`src/rtl/player_input_ctrl.sv`:
```
// -----------------------------------------------------------------------------
// player_input_ctrl
//
// Front end for the player control FSM. Two raw, active-low push buttons are
// synchronised, debounced and turned into clean one-cycle p_up / p_down move
// requests. A frame divider produces a frame_tick pulse. At most one request is
// issued per frame, so requests never land inside the player FSM's multi-cycle
// draw sequence.
//
// Configuration:
//   PLAYER_AUTOREPEAT_EN  when defined, a held key auto-repeats after
//                         INITIAL_DELAY_FRAMES frames, then every REPEAT_FRAMES
//                         frames. When undefined, each press gives exactly one
//                         request and no repeat counter is built.
//
// Parameters:
//   FRAME_DIV             system clocks per frame tick (>= 8)
//   DEBOUNCE_CYCLES       consecutive stable cycles before a key change counts
//   INITIAL_DELAY_FRAMES  frames held before the first auto-repeat
//   REPEAT_FRAMES         frames between later auto-repeats
//
// Ports:
//   clk         in   system clock
//   reset_n     in   asynchronous active-low reset
//   key_up_n    in   raw up button, active-low, asynchronous to clk
//   key_down_n  in   raw down button, active-low, asynchronous to clk
//   enable      in   1 = accept input, 0 = force IDLE and suppress requests
//   p_up        out  one-cycle up request
//   p_down      out  one-cycle down request
//   frame_tick  out  one-cycle pulse every FRAME_DIV clocks
// -----------------------------------------------------------------------------
module player_input_ctrl #(
  parameter int FRAME_DIV            = 833333,
  parameter int DEBOUNCE_CYCLES      = 250000,
  parameter int INITIAL_DELAY_FRAMES = 15,
  parameter int REPEAT_FRAMES        = 4
) (
  input  logic clk,
  input  logic reset_n,
  input  logic key_up_n,
  input  logic key_down_n,
  input  logic enable,
  output logic p_up,
  output logic p_down,
  output logic frame_tick
);

  localparam int DIV_W = $clog2(FRAME_DIV);
  localparam int DEB_W = (DEBOUNCE_CYCLES > 1) ? $clog2(DEBOUNCE_CYCLES) : 1;

  localparam logic [DIV_W-1:0] DIV_LAST = DIV_W'(FRAME_DIV - 1);
  localparam logic [DEB_W-1:0] DEB_LAST = DEB_W'(DEBOUNCE_CYCLES - 1);

  typedef enum logic [1:0] {
    S_IDLE = 2'd0,  // waiting for a press edge
    S_PEND = 2'd1,  // key accepted, waiting for the next frame tick
    S_FIRE = 2'd2,  // request pulse is on the outputs this cycle
    S_HOLD = 2'd3   // key still held after a request
  } state_t;

  // Doubles as the bit index into the per-key vectors (bit 0 = up, bit 1 = down).
  typedef enum logic {
    DIR_UP   = 1'b0,
    DIR_DOWN = 1'b1
  } dir_t;

  // ---------------------------------------------------------------------------
  // Synchroniser: two flops per key, stored active-high (1 = pressed).
  // ---------------------------------------------------------------------------
  logic [1:0] key_raw;
  logic [1:0] sync_meta;
  logic [1:0] sync_key;

  assign key_raw = {~key_down_n, ~key_up_n};

  always_ff @(posedge clk or negedge reset_n) begin
    if (!reset_n) begin
      sync_meta <= '0;
      sync_key  <= '0;
    end else begin
      // NOTE: non-blocking assignments make every flop sample the pre-edge
      // value, so sync_key really is two stages behind key_raw; blocking
      // assignments here would collapse the chain into a single stage.
      sync_meta <= key_raw;
      sync_key  <= sync_meta;
    end
  end

  // ---------------------------------------------------------------------------
  // Debounce: a key's accepted state flips only after the synchronised value
  // has disagreed with it for DEBOUNCE_CYCLES consecutive cycles. Any cycle of
  // agreement restarts the count, so bounce shorter than that is ignored.
  // ---------------------------------------------------------------------------
  logic [DEB_W-1:0] deb_cnt [2];
  logic [1:0]       deb_key;
  logic [1:0]       deb_key_q;
  logic [1:0]       press;

  always_ff @(posedge clk or negedge reset_n) begin
    if (!reset_n) begin
      for (int i = 0; i < 2; i++) begin
        deb_cnt[i] <= '0;
      end
      deb_key   <= '0;
      deb_key_q <= '0;
    end else begin
      for (int i = 0; i < 2; i++) begin
        if (sync_key[i] != deb_key[i]) begin
          if (deb_cnt[i] == DEB_LAST) begin
            deb_key[i] <= sync_key[i];
            deb_cnt[i] <= '0;
          end else begin
            deb_cnt[i] <= deb_cnt[i] + 1'b1;
          end
        end else begin
          deb_cnt[i] <= '0;
        end
      end
      deb_key_q <= deb_key;
    end
  end

  // A press is the debounced 0->1 transition, visible for exactly one cycle.
  assign press = deb_key & ~deb_key_q;

  // ---------------------------------------------------------------------------
  // Frame divider. Free-running: enable does not stop it, so the frame grid
  // stays aligned to reset no matter how input is gated.
  // ---------------------------------------------------------------------------
  logic [DIV_W-1:0] div_cnt;

  always_ff @(posedge clk or negedge reset_n) begin
    if (!reset_n) begin
      div_cnt    <= '0;
      frame_tick <= 1'b0;
    end else begin
      if (div_cnt == DIV_LAST) begin
        div_cnt <= '0;
      end else begin
        div_cnt <= div_cnt + 1'b1;
      end
      frame_tick <= (div_cnt == DIV_LAST);
    end
  end

  // ---------------------------------------------------------------------------
  // Request FSM
  // ---------------------------------------------------------------------------
  state_t state;
  dir_t   dir;
  logic   dir_held;

  // Debounced level of the key that owns the current request.
  assign dir_held = deb_key[dir];

`ifdef PLAYER_AUTOREPEAT_EN
  localparam int RPT_MAX = (INITIAL_DELAY_FRAMES > REPEAT_FRAMES) ?
                           INITIAL_DELAY_FRAMES : REPEAT_FRAMES;
  localparam int RPT_W   = $clog2(RPT_MAX + 1);

  localparam logic [RPT_W-1:0] RPT_FIRST = RPT_W'(INITIAL_DELAY_FRAMES);
  localparam logic [RPT_W-1:0] RPT_NEXT  = RPT_W'(REPEAT_FRAMES);

  // Frame ticks counted in HOLD since the last request. rpt_first selects the
  // longer initial delay until the first auto-repeat has gone out.
  logic [RPT_W-1:0] rpt_cnt;
  logic             rpt_first;
  logic [RPT_W-1:0] rpt_next;
  logic             rpt_due;

  assign rpt_next = rpt_cnt + 1'b1;
  assign rpt_due  = (rpt_next == (rpt_first ? RPT_FIRST : RPT_NEXT));
`else
  // The repeat timing parameters are kept for interface compatibility; with
  // auto-repeat compiled out they select no hardware.
  if (INITIAL_DELAY_FRAMES < 0 || REPEAT_FRAMES < 0) begin : g_repeat_params_unused
  end
`endif

  always_ff @(posedge clk or negedge reset_n) begin
    if (!reset_n) begin
      state     <= S_IDLE;
      dir       <= DIR_UP;
      p_up      <= 1'b0;
      p_down    <= 1'b0;
`ifdef PLAYER_AUTOREPEAT_EN
      rpt_cnt   <= '0;
      rpt_first <= 1'b0;
`endif
    end else begin
      // Requests are single-cycle: only the transition into S_FIRE raises them.
      p_up   <= 1'b0;
      p_down <= 1'b0;

      if (!enable) begin
        // Gating drops any pending request; a pulse already on the outputs
        // still finishes its one cycle because it was registered last edge.
        state <= S_IDLE;
      end else begin
        case (state)
          S_IDLE: begin
            // Simultaneous presses of both keys cancel each other.
            if (press[0] ^ press[1]) begin
              dir   <= press[1] ? DIR_DOWN : DIR_UP;
              state <= S_PEND;
            end
          end

          S_PEND: begin
            if (!dir_held) begin
              state <= S_IDLE;
            end else if (frame_tick) begin
              state  <= S_FIRE;
              p_up   <= (dir == DIR_UP);
              p_down <= (dir == DIR_DOWN);
`ifdef PLAYER_AUTOREPEAT_EN
              rpt_first <= 1'b1;
`endif
            end
          end

          S_FIRE: begin
            // frame_tick cannot recur here, since the tick that fired was the
            // previous cycle and FRAME_DIV >= 8.
            state <= S_HOLD;
`ifdef PLAYER_AUTOREPEAT_EN
            rpt_cnt <= '0;
`endif
          end

          S_HOLD: begin
            // Release is checked first so it wins over a repeat on the same tick.
            if (!dir_held) begin
              state <= S_IDLE;
            end
`ifdef PLAYER_AUTOREPEAT_EN
            else if (frame_tick) begin
              if (rpt_due) begin
                state     <= S_FIRE;
                p_up      <= (dir == DIR_UP);
                p_down    <= (dir == DIR_DOWN);
                rpt_first <= 1'b0;
              end else begin
                rpt_cnt <= rpt_next;
              end
            end
`endif
          end

          default: state <= S_IDLE;
        endcase
      end
    end
  end

endmodule

```
`config.mk`:
```
export PLATFORM = sky130hd
export DESIGN_NAME = player_input_ctrl
export DESIGN_NICKNAME = d
export VERILOG_FILES = /design/src/rtl/player_input_ctrl.sv
export SDC_FILE = /design/constraint.sdc
export NUM_CORES = 1
export LEC_CHECK = 0
export ABC_AREA = 0
export BUFFER_PORTS_ARGS = -buffer_cell sky130_fd_sc_hd__buf_2
export CAP_MARGIN = 30
export CORE_MARGIN = 2
export CORE_UTILIZATION = 50
export CTS_CLUSTER_DIAMETER = 150
export CTS_CLUSTER_SIZE = 20
export DETAILED_ROUTE_END_ITERATION = 7
export PLACE_DENSITY = 0.69
export SYNTH_ARGS = -nofsm -noshare
export SYNTH_HDL_FRONTEND = slang
export SYNTH_SLANG_ARGS = --single-unit
```
`constraint.sdc`:
```
create_clock -name clk -period 1.9 [get_ports clk]
set_input_delay 0.57 -clock clk [delete_from_list [all_inputs] [get_ports clk]]
set_output_delay 0.57 -clock clk [all_outputs]
set_load 0.005 [all_outputs]
```
==> flow_summary.toml, run 1 <==
[run_status]
run_status = "finished with violations"
failed_checks = "setup timing"

[grt]
grt_overflow = 0
track_usage_pct = 19.2
grt_start_max_net_pins = 39
grt_pass1_vias = 2476
antenna_found_initial = 0
first_pass_grt_wire_length_mm = 11.1

[sta]
worstMarginPinSlew_ns = 0.446
worst_slew_margin_rel_pct = 70.2
report.final.setup_viol = 18
finalWorstPathRequiredPeriod_ns = 2.02
min_period_over_period_pct = 106
max_slew_violations = 0
hold_viol_final = 0
finClkSkew_ns = 0.0148
maximum_clock_frequency_mhz = 496
postLayoutSetupSlackWorst_ns = -0.116
grt_setup_unrepaired = "true"

[clock_tree]
cts_hold_repair.buffers = 0
cts_num_sinks = 70
ctsRootBufferMaster = "clkbuf_8"
numCtsBuffers = 9
cts.htree.levels = 3
clk_pin_slew_worst_paths_ns = 0.09
insertion_delay_ns = 0.35
clockBufferDepth = 2
cts_tree = "done"

[synthesis]
yosysUniqueCellTypes = 39
postSynthRegisterBits = 70
postSynthCellCount = 322
syn-num-nets = 331
syn-mean-instance-area_um2 = 10.3
ys.warnings.count = 0
synth.yosys.seq_area_share_pct = 52.9
syn_area_um2 = 3310

[routing]
post_drt_via_cell_ratio = 5.50
wl_per_cell_um = 13.9
detailed_route_via_count = 2422
detailedRoute.firstIterationViolations = 161
postRouteAntennaNets = 0
drt_wirelength_mm = 6.13
drtPass1Iterations = 4
route.detailed.drc = 0

[floorplan]
initial_utilization_pct = 51.8
die_width_um = 85.4
rows = 29
core_area_um2 = 6390
io_pins = 8
die_outline_area_um2 = 7290
die_h_um = 85.4

[layout]
areaGrowthSynthToFinish_pct = 17.2
num-nets-final = 367
proportion_of_layout_cells_with_a_drive_suffix_above_1_pct = 16.5
final_util_pct = 60.7
num_antenna_cells = 0

[critical_path]
critical_path_required_ns = 2.13
timing.critical_path.arrival_ns = 2.24
crit_type = "flip-flop to flip-flop"
crit_fanout = 2
critical_path.endpoint_type = "flip-flop"
timing.critical_path.slowest_cell_delay_ns = 0.56
critPathLaunchType = "flip-flop"
r2r_end = "deb_key[1]"
worst-path-buf-inv = 0
cpLargestDelayFamily = "simple AND/OR/NAND/NOR gates"
timing.critical_path.slowest_stage_cell = "or4_4"
ff2ff_path_depth = 4
worst-r2r-setup-slack_ns = -0.12
worst_r2r_startpoint = "deb_cnt[13]"
crit_path_cell_trace = "or4b_4 -> or4_4 -> nor2_4 -> mux2_4"

[place]
dp_hpwl_mm = 4.38
detailedPlace.worstSlack_ns = -0.123
io_buffer_count = 7
place_congestion = 0.791

[power]
p_leak_nw = 1.66
vdd_drop_max_mv = 0.409
power_density_nw_per_um2 = 768

[flow_run]
cap_viol_max_count = 0

[min_path]
hp-class = "input port to async pin"
sequential cells by signal (all words and copies together), names as in the netlist:
| register | cells |
|---|---|
| deb_cnt | 36 |
| dir | 1 |
| sync_key | 2 |
| p_up | 1 |
| deb_key | 2 |
| deb_key_q | 2 |
| frame_tick | 1 |
| sync_meta | 2 |
| div_cnt | 20 |
| state | 2 |
| p_down | 1 |
final cells by class:
type / instances / area (um^2)
clock buffer: 10 / 138
clock inverter: 6 / 93.8
fill: 519 / 2510
inverter: 11 / 41.3
multi-input combinational: 233 / 1500
sequential: 70 / 1750
tap: 77 / 96.3
timing repair buffer: 33 / 255
cells in the final DEF (no fill, tap or decap), types with 2 or more instances in the layout:
| cell type | netlist | routed |
|---|---|---|
| bufinv_16 | 0 | 2 |
| o21ai_0 | 6 | 6 |
| o31ai_1 | 2 | 2 |
| a21boi_0 | 2 | 2 |
| dfrtp_1 | 70 | 70 |
| nor4_1 | 12 | 10 |
| mux2i_1 | 2 | 2 |
| buf_12 | 0 | 2 |
| or4_1 | 4 | 4 |
| ha_1 | 4 | 4 |
| nor4_2 | 0 | 2 |
| and4_1 | 5 | 5 |
| nor3_1 | 9 | 9 |
| nand4_1 | 18 | 18 |
| nor4b_1 | 2 | 2 |
| and3_1 | 3 | 3 |
| nand4b_1 | 2 | 2 |
| inv_1 | 11 | 11 |
| xor2_1 | 17 | 17 |
| buf_2 | 2 | 7 |
| buf_4 | 0 | 24 |
| nand2_1 | 13 | 13 |
| a21oi_1 | 6 | 6 |
| xnor2_1 | 29 | 29 |
| a31oi_1 | 2 | 2 |
| clkinv_4 | 0 | 2 |
| nor2b_1 | 4 | 4 |
| nor2_1 | 54 | 53 |
| or3_1 | 3 | 3 |
| nand3_1 | 21 | 21 |
| or2_2 | 2 | 2 |
| clkbuf_8 | 0 | 10 |
metrics by stage:
step           hold WS [ns]  power [mW]  TNS [ns]  area (um^2)  std cells
6_report              0.158        2.98     -1.06         3880        440
5_1_grt               0.186        3.09     -1.96         3880        440
4_1_cts               0.167        3.01     -1.13         3870        440
3_5_place_dp          0.340        1.64    -0.940         3630        424
3_3_place_gp          0.333        1.63    -0.401         3630        424
2_1_floorplan         0.274        1.58    -0.743         3320        322
synth_stat cells (all sizes together):
cell / instances / area share (%)
nand2: 13 / 1.5
nor3: 9 / 1.4
mux2: 2 / 0.68
nand4b: 2 / 0.53
mux2i: 2 / 0.60
or4b: 1 / 0.30
or3: 3 / 0.57
xnor2: 29 / 7.7
nand3: 21 / 3.2
a21oi: 6 / 0.91
nand4: 18 / 3.4
a22oi: 1 / 0.23
nor2: 54 / 6.1
and3: 3 / 0.57
a21boi: 2 / 0.45
ha: 4 / 1.5
and4: 5 / 1.3
inv: 11 / 1.2
xor2: 17 / 4.5
clkbuf: 5 / 0.60
o31ai: 2 / 0.45
a31oi: 2 / 0.38
nor4b: 2 / 0.53
nor4: 12 / 2.3
nand2b: 1 / 0.19
dfrtp: 70 / 53
or4: 5 / 1.2
o21ai: 7 / 1.4
o21bai: 1 / 0.23
nor4bb: 1 / 0.30
or2: 2 / 0.38
or2b: 1 / 0.23
o41ai: 1 / 0.83
buf: 3 / 0.64
nor2b: 4 / 0.76
power by group:
part           internal, mW  switching, mW
clock                 0.784          0.591
combinational        0.0316         0.0561
sequential             1.50         0.0121
total                  2.32          0.659
worst max path at each step:
| stage | cells past startpoint | endpoint | start | slack, ns |
|---|---|---|---|---|
| after CTS | 4 | deb_key[1] | deb_cnt[13] | -0.11 |
| after detailed placement | 4 | deb_key[1] | deb_cnt[13] | -0.12 |
| after floorplan | 4 | deb_key[1] | deb_cnt[13] | -0.09 |
| after global placement | 4 | deb_key[1] | deb_cnt[13] | -0.09 |
| after global routing | 4 | deb_key[1] | deb_cnt[13] | -0.15 |
| final | 4 | deb_key[1] | deb_cnt[13] | -0.12 |
kinds of logic (layout without fill, tap and decap cells):
| group | count (synthesis) | in the layout | synth area share, % |
|---|---|---|---|
| compound gates | 22 | 22 | 4.88 |
| xor+xnor | 46 | 46 | 12.2 |
| fa+ha+maj | 4 | 4 | 1.51 |
| buf+inv | 19 | 60 | 2.49 |
| flops | 70 | 70 | 52.9 |
| mux | 4 | 4 | 1.29 |
| simple gates | 157 | 157 | 24.7 |
per-layer routing:
layer,part of all wire [%],routed length (um),track usage (%)
met3,2.9,177,4.67
met5,0,0,0
met1,49,2980,25.4
met4,1.7,103,7.36
met2,47,2870,30.6
repair_timing:
action                     4_1_cts  5_1_grt
setup endpoints to repair       18       19
buffers inserted                 0        0
gates resized for setup          1        2
Power figures use the tool's default switching activity.
==> run 2, diff against run 1 <==
--- a/config.mk
+++ b/config.mk
@@ -8,6 +8,7 @@
 export ABC_AREA = 0
 export BUFFER_PORTS_ARGS = -buffer_cell sky130_fd_sc_hd__buf_2
 export CAP_MARGIN = 30
+export CORE_ASPECT_RATIO = 2
 export CORE_MARGIN = 2
 export CORE_UTILIZATION = 50
 export CTS_CLUSTER_DIAMETER = 150
==> flow_summary.toml, run 2 (same netlist as run 1, synthesis figures left out) <==
[run_status]
run_status = "finished with violations"
failed_checks = "setup timing"

[layout]
top_register = "deb_cnt"
final_design_area_no_fill_um2 = 3970
num-nets-final = 362
layout.cells.most_common_list = "69 x dfrtp_1, 52 x nor2_1, 29 x xnor2_1"
num_antenna_cells = 0
layout.cells.most_common = "dfrtp_1"
largest_register_ffs = 36
reg_top3 = "deb_cnt: 36 flops, div_cnt: 20 flops"
final_util_pct = 60.9
proportion_of_layout_cells_with_a_drive_suffix_above_1_pct = 16.8
areaGrowthSynthToFinish_pct = 19.9
layoutNonFillerInstCount = 446

[critical_path]
critPathLaunchType = "flip-flop"
timing.critical_path.slowest_cell_delay_ns = 0.57
critical_path_required_ns = 2.11
crit_type = "flip-flop to flip-flop"
cpLargestDelayFamily = "simple AND/OR/NAND/NOR gates"
critical_path.endpoint_type = "flip-flop"
crit_path_cell_trace = "or4b_1 -> or4_4 -> nor2_4 -> mux2_4"
worst-path-buf-inv = 0
crit_fanout = 2
timing.critical_path.slowest_stage_cell = "or4_4"
timing.critical_path.arrival_ns = 2.22

[sta]
maximum_clock_frequency_mhz = 498
postLayoutSetupSlackWorst_ns = -0.107
max_slew_violations = 0
hold_viol_final = 0
worstMarginPinSlew_ns = 0.404
finalWorstPathRequiredPeriod_ns = 2.01
finClkSkew_ns = 0.00387
worst_slew_margin_rel_pct = 72.8
worst_hold_slack_ns = 0.253
min_period_over_period_pct = 106
grt_setup_unrepaired = "true"
report.final.setup_viol = 18
fin_setup_tns_ns = -0.999

[place]
detailedPlace.worstSlack_ns = -0.125
dp_hpwl_mm = 4.16
place_congestion = 0.818
numPlacedInstances = 430
io_buffer_count = 7
place_area_um2 = 3610

[grt]
grt_start_max_net_pins = 71
antenna_found_initial = 0
grt_pass1_vias = 2467
grt_overflow = 0
track_usage_pct = 20.3
first_pass_grt_wire_length_mm = 11.2

[power]
total_power_mw = 3.33
p_leak_nw = 1.68
power_density_nw_per_um2 = 839
vdd_drop_max_mv = 0.724

[floorplan]
die_h_um = 119
io_pins = 8
initial_utilization_pct = 50.8
die_width_um = 61.5
core_area_um2 = 6520
rows = 42
die_outline_area_um2 = 7320

[clock_tree]
cts_tree = "done"
clockBufferDepth = 2
ctsRootBufferMaster = "clkbuf_16"
cts_num_sinks = 70
cts.htree.levels = 3
clk_pin_slew_worst_paths_ns = 0.05
numCtsBuffers = 9
insertion_delay_ns = 0.32

[routing]
detailed_route_via_count = 2451
wl_per_cell_um = 14.1
route.detailed.drc = 0
post_drt_via_cell_ratio = 5.50
detailedRoute.firstIterationViolations = 133
postRouteAntennaNets = 0
drtPass1Iterations = 4
drt_wirelength_mm = 6.29

[min_path]
hp-class = "input port to async pin"

[flow_run]
cap_viol_max_count = 0
-- run 2: cell count changes in the layout (fill, tap and decap cells not counted), sizes merged --
cell	previous run	this run
bufinv	2	1
clkbuf	10	13
inv	12	11
buf	33	28
clkinvlp	1	0
-- run 2: layer usage --
metal | wire length, um | GRT usage, % | vias to the layer above
met5 | 0 | 0 | -
met4 | 152 | 10.6 | 0
met3 | 147 | 3.47 | 12
met2 | 3150 | 29.4 | 31
met1 | 2840 | 28.5 | 1209
li1 | - | - | 1199
-- run 2: repair_timing --
item / CTS / global route
buffers inserted: 0 / 0
resized for setup: 1 / 7
hold buffers: 0 / 0
endpoints found under the hold margin: 0 / 0
pin swaps: 0 / 0
setup endpoints to repair: 18 / 24
-- run 2: where the power goes --
part | switching, mW | total [mW] | internal, mW
clock | 0.574 | 1.73 | 1.15
combinational | 0.0541 | 0.0818 | 0.0278
sequential | 0.0134 | 1.52 | 1.51
total | 0.641 | 3.33 | 2.69
-- run 2: layout make-up --
cell class              instances  area, um^2
multi-input cells             233        1530
well taps                      88         110
clock buffers                  13         280
inverters                      11        41.3
clock inverters                 3        40.0
repair buffers                 28         218
flip-flops and latches         70        1750
fillers                       567        2550
-- run 2: final timing paths --
check,startpoint,end,slack (ns),depth (start not counted)
worst max-delay path,deb_cnt[13],deb_key[1],-0.11,4
worst min-delay path,reset_n,deb_cnt[17],0.25,2
worst max register to register,deb_cnt[13],deb_key[1],-0.11,4
worst min register to register,sync_meta[0],sync_key[0],0.35,0
max in group asynchronous,reset_n,div_cnt[0],1.32,2
min in group clk,sync_meta[0],sync_key[0],0.35,0
==> run 3, diff against run 2 <==
--- a/config.mk
+++ b/config.mk
@@ -15,6 +15,7 @@
 export CTS_CLUSTER_SIZE = 20
 export DETAILED_ROUTE_END_ITERATION = 7
 export PLACE_DENSITY = 0.69
+export SETUP_SLACK_MARGIN = 0.05
 export SYNTH_ARGS = -nofsm -noshare
 export SYNTH_HDL_FRONTEND = slang
 export SYNTH_SLANG_ARGS = --single-unit
==> flow_summary.toml, run 3 (same netlist as run 1, synthesis figures left out) <==
[clock_tree]
cts_hold_repair.buffers = 0
cts_tree = "done"
insertion_delay_ns = 0.34
clockBufferDepth = 2
clk_pin_slew_worst_paths_ns = 0.06
cts_num_sinks = 70
ctsRootBufferMaster = "clkbuf_16"
cts.htree.levels = 3
numCtsBuffers = 9

[grt]
globalRouteMet1Util_pct = 25.0
grt_overflow = 0
first_pass_grt_wire_length_mm = 11.2
grt_busiest_layer = "met2"
met3_usage_pct = 4.89
antenna_found_initial = 0
grt_start_max_net_pins = 71
grt_util_met2_pct = 32.0
grt_pass1_vias = 2592
track_usage_pct = 20.4

[routing]
postRouteAntennaNets = 0
route.detailed.drc = 0
drt_wirelength_mm = 6.58
drtPass1Iterations = 4
detailedRoute.firstIterationViolations = 155
detailed_route_via_count = 2494
post_drt_via_cell_ratio = 5.54
wl_per_cell_um = 14.6

[floorplan]
die_h_um = 119
io_pins = 8
die_width_um = 61.5
rows = 42
core_area_um2 = 6520
die_outline_area_um2 = 7320
initial_utilization_pct = 50.8

[layout]
final_design_area_no_fill_um2 = 3970
proportion_of_layout_cells_with_a_drive_suffix_above_1_pct = 17.1
layout.cells.most_common = "dfrtp_1"
area.sequential_um2 = 1750
num_antenna_cells = 0
top_register = "deb_cnt"
nFillCells = 583
total_area_of_multi_input_combinational_cells_um2 = 1510
final_util_pct = 61.0
reg_top3 = "deb_cnt: 36 flops, div_cnt: 20 flops"
areaGrowthSynthToFinish_pct = 20.1
largest_register_ffs = 36
num-nets-final = 366
layout.cells.most_common_list = "69 x dfrtp_1, 53 x nor2_1, 29 x xnor2_1"

[power]
vdd_drop_max_mv = 0.637
p_leak_nw = 1.68
power_density_nw_per_um2 = 830

[critical_path]
timing.critical_path.arrival_ns = 2.22
crit_path_cell_trace = "or4b_1 -> or4_4 -> nor2_4 -> mux2_4"
worst-path-buf-inv = 0
critPathLaunchType = "flip-flop"
timing.critical_path.slowest_cell_delay_ns = 0.57
cpLargestDelayFamily = "simple AND/OR/NAND/NOR gates"
critical_path_required_ns = 2.12
critical_path.endpoint_type = "flip-flop"
timing.critical_path.slowest_stage_cell = "or4_4"
crit_type = "flip-flop to flip-flop"
crit_fanout = 2

[sta]
hold_viol_final = 0
grt_setup_unrepaired = "true"
max_slew_violations = 0
finClkSkew_ns = 0.00456
maximum_clock_frequency_mhz = 499
worst_slew_margin_rel_pct = 65.9
report.final.setup_viol = 18
min_period_over_period_pct = 106
worst_hold_slack_ns = 0.231
finalWorstPathRequiredPeriod_ns = 2.01
worstMarginPinSlew_ns = 0.507
postLayoutSetupSlackWorst_ns = -0.105

[min_path]
hp-class = "input port to async pin"

[place]
place_congestion = 0.843
detailedPlace.worstSlack_ns = -0.118
dp_hpwl_mm = 4.35
io_buffer_count = 7
place_area_um2 = 3640

[run_status]
run_status = "finished with violations"
failed_checks = "setup timing"

[flow_run]
cap_viol_max_count = 0
[run 3: repair_timing]
item,4_1_cts,5_1_grt
setup buffers,0,0
resized for setup,1,5
setup endpoints to repair,18,21
hold endpoints to repair,0,0
[run 3: layer usage]
metal  wire [um]  vias up
met3         197       16
met1        2750     1229
met2        3410       54
met5           0        -
li1            -     1195
met4         230        0
[run 3: path summary, 6_finish.rpt]
check,to,slack (ns),depth (start not counted),start
worst max-delay path,deb_key[1],-0.11,4,deb_cnt[13]
worst min-delay path,deb_cnt[20],0.23,2,reset_n
worst max register to register,deb_key[1],-0.11,4,deb_cnt[13]
worst min register to register,sync_key[1],0.35,0,sync_meta[1]
max in group asynchronous,deb_cnt[14],1.36,2,reset_n
min in group clk,sync_key[1],0.35,0,sync_meta[1]
[run 3: layout make-up]
class | instances | share of cell area (%)
sequential | 70 | 44.1
multi-input combinational | 233 | 38.1
timing repair buffer | 32 | 6.23
clock buffer | 10 | 6.01
tap | 88 | 2.77
clock inverter | 6 | 1.76
inverter | 11 | 1.04
[run 3: where the power goes]
group          internal [mW]  leakage, nW  switching [mW]
registers               1.51        0.949          0.0129
logic                 0.0308        0.586          0.0560
clock network           1.06        0.141           0.638
total                   2.59         1.68           0.707
[run 3: metrics by stage]
step           std cells  total power, mW  TNS (ns)
2_1_floorplan        322             1.58    -0.743
3_3_place_gp         434             1.63    -0.334
3_5_place_dp         434             1.64    -0.925
4_1_cts              450             3.33     -1.31
5_1_grt              450             3.40     -2.20
6_report             450             3.30     -1.11
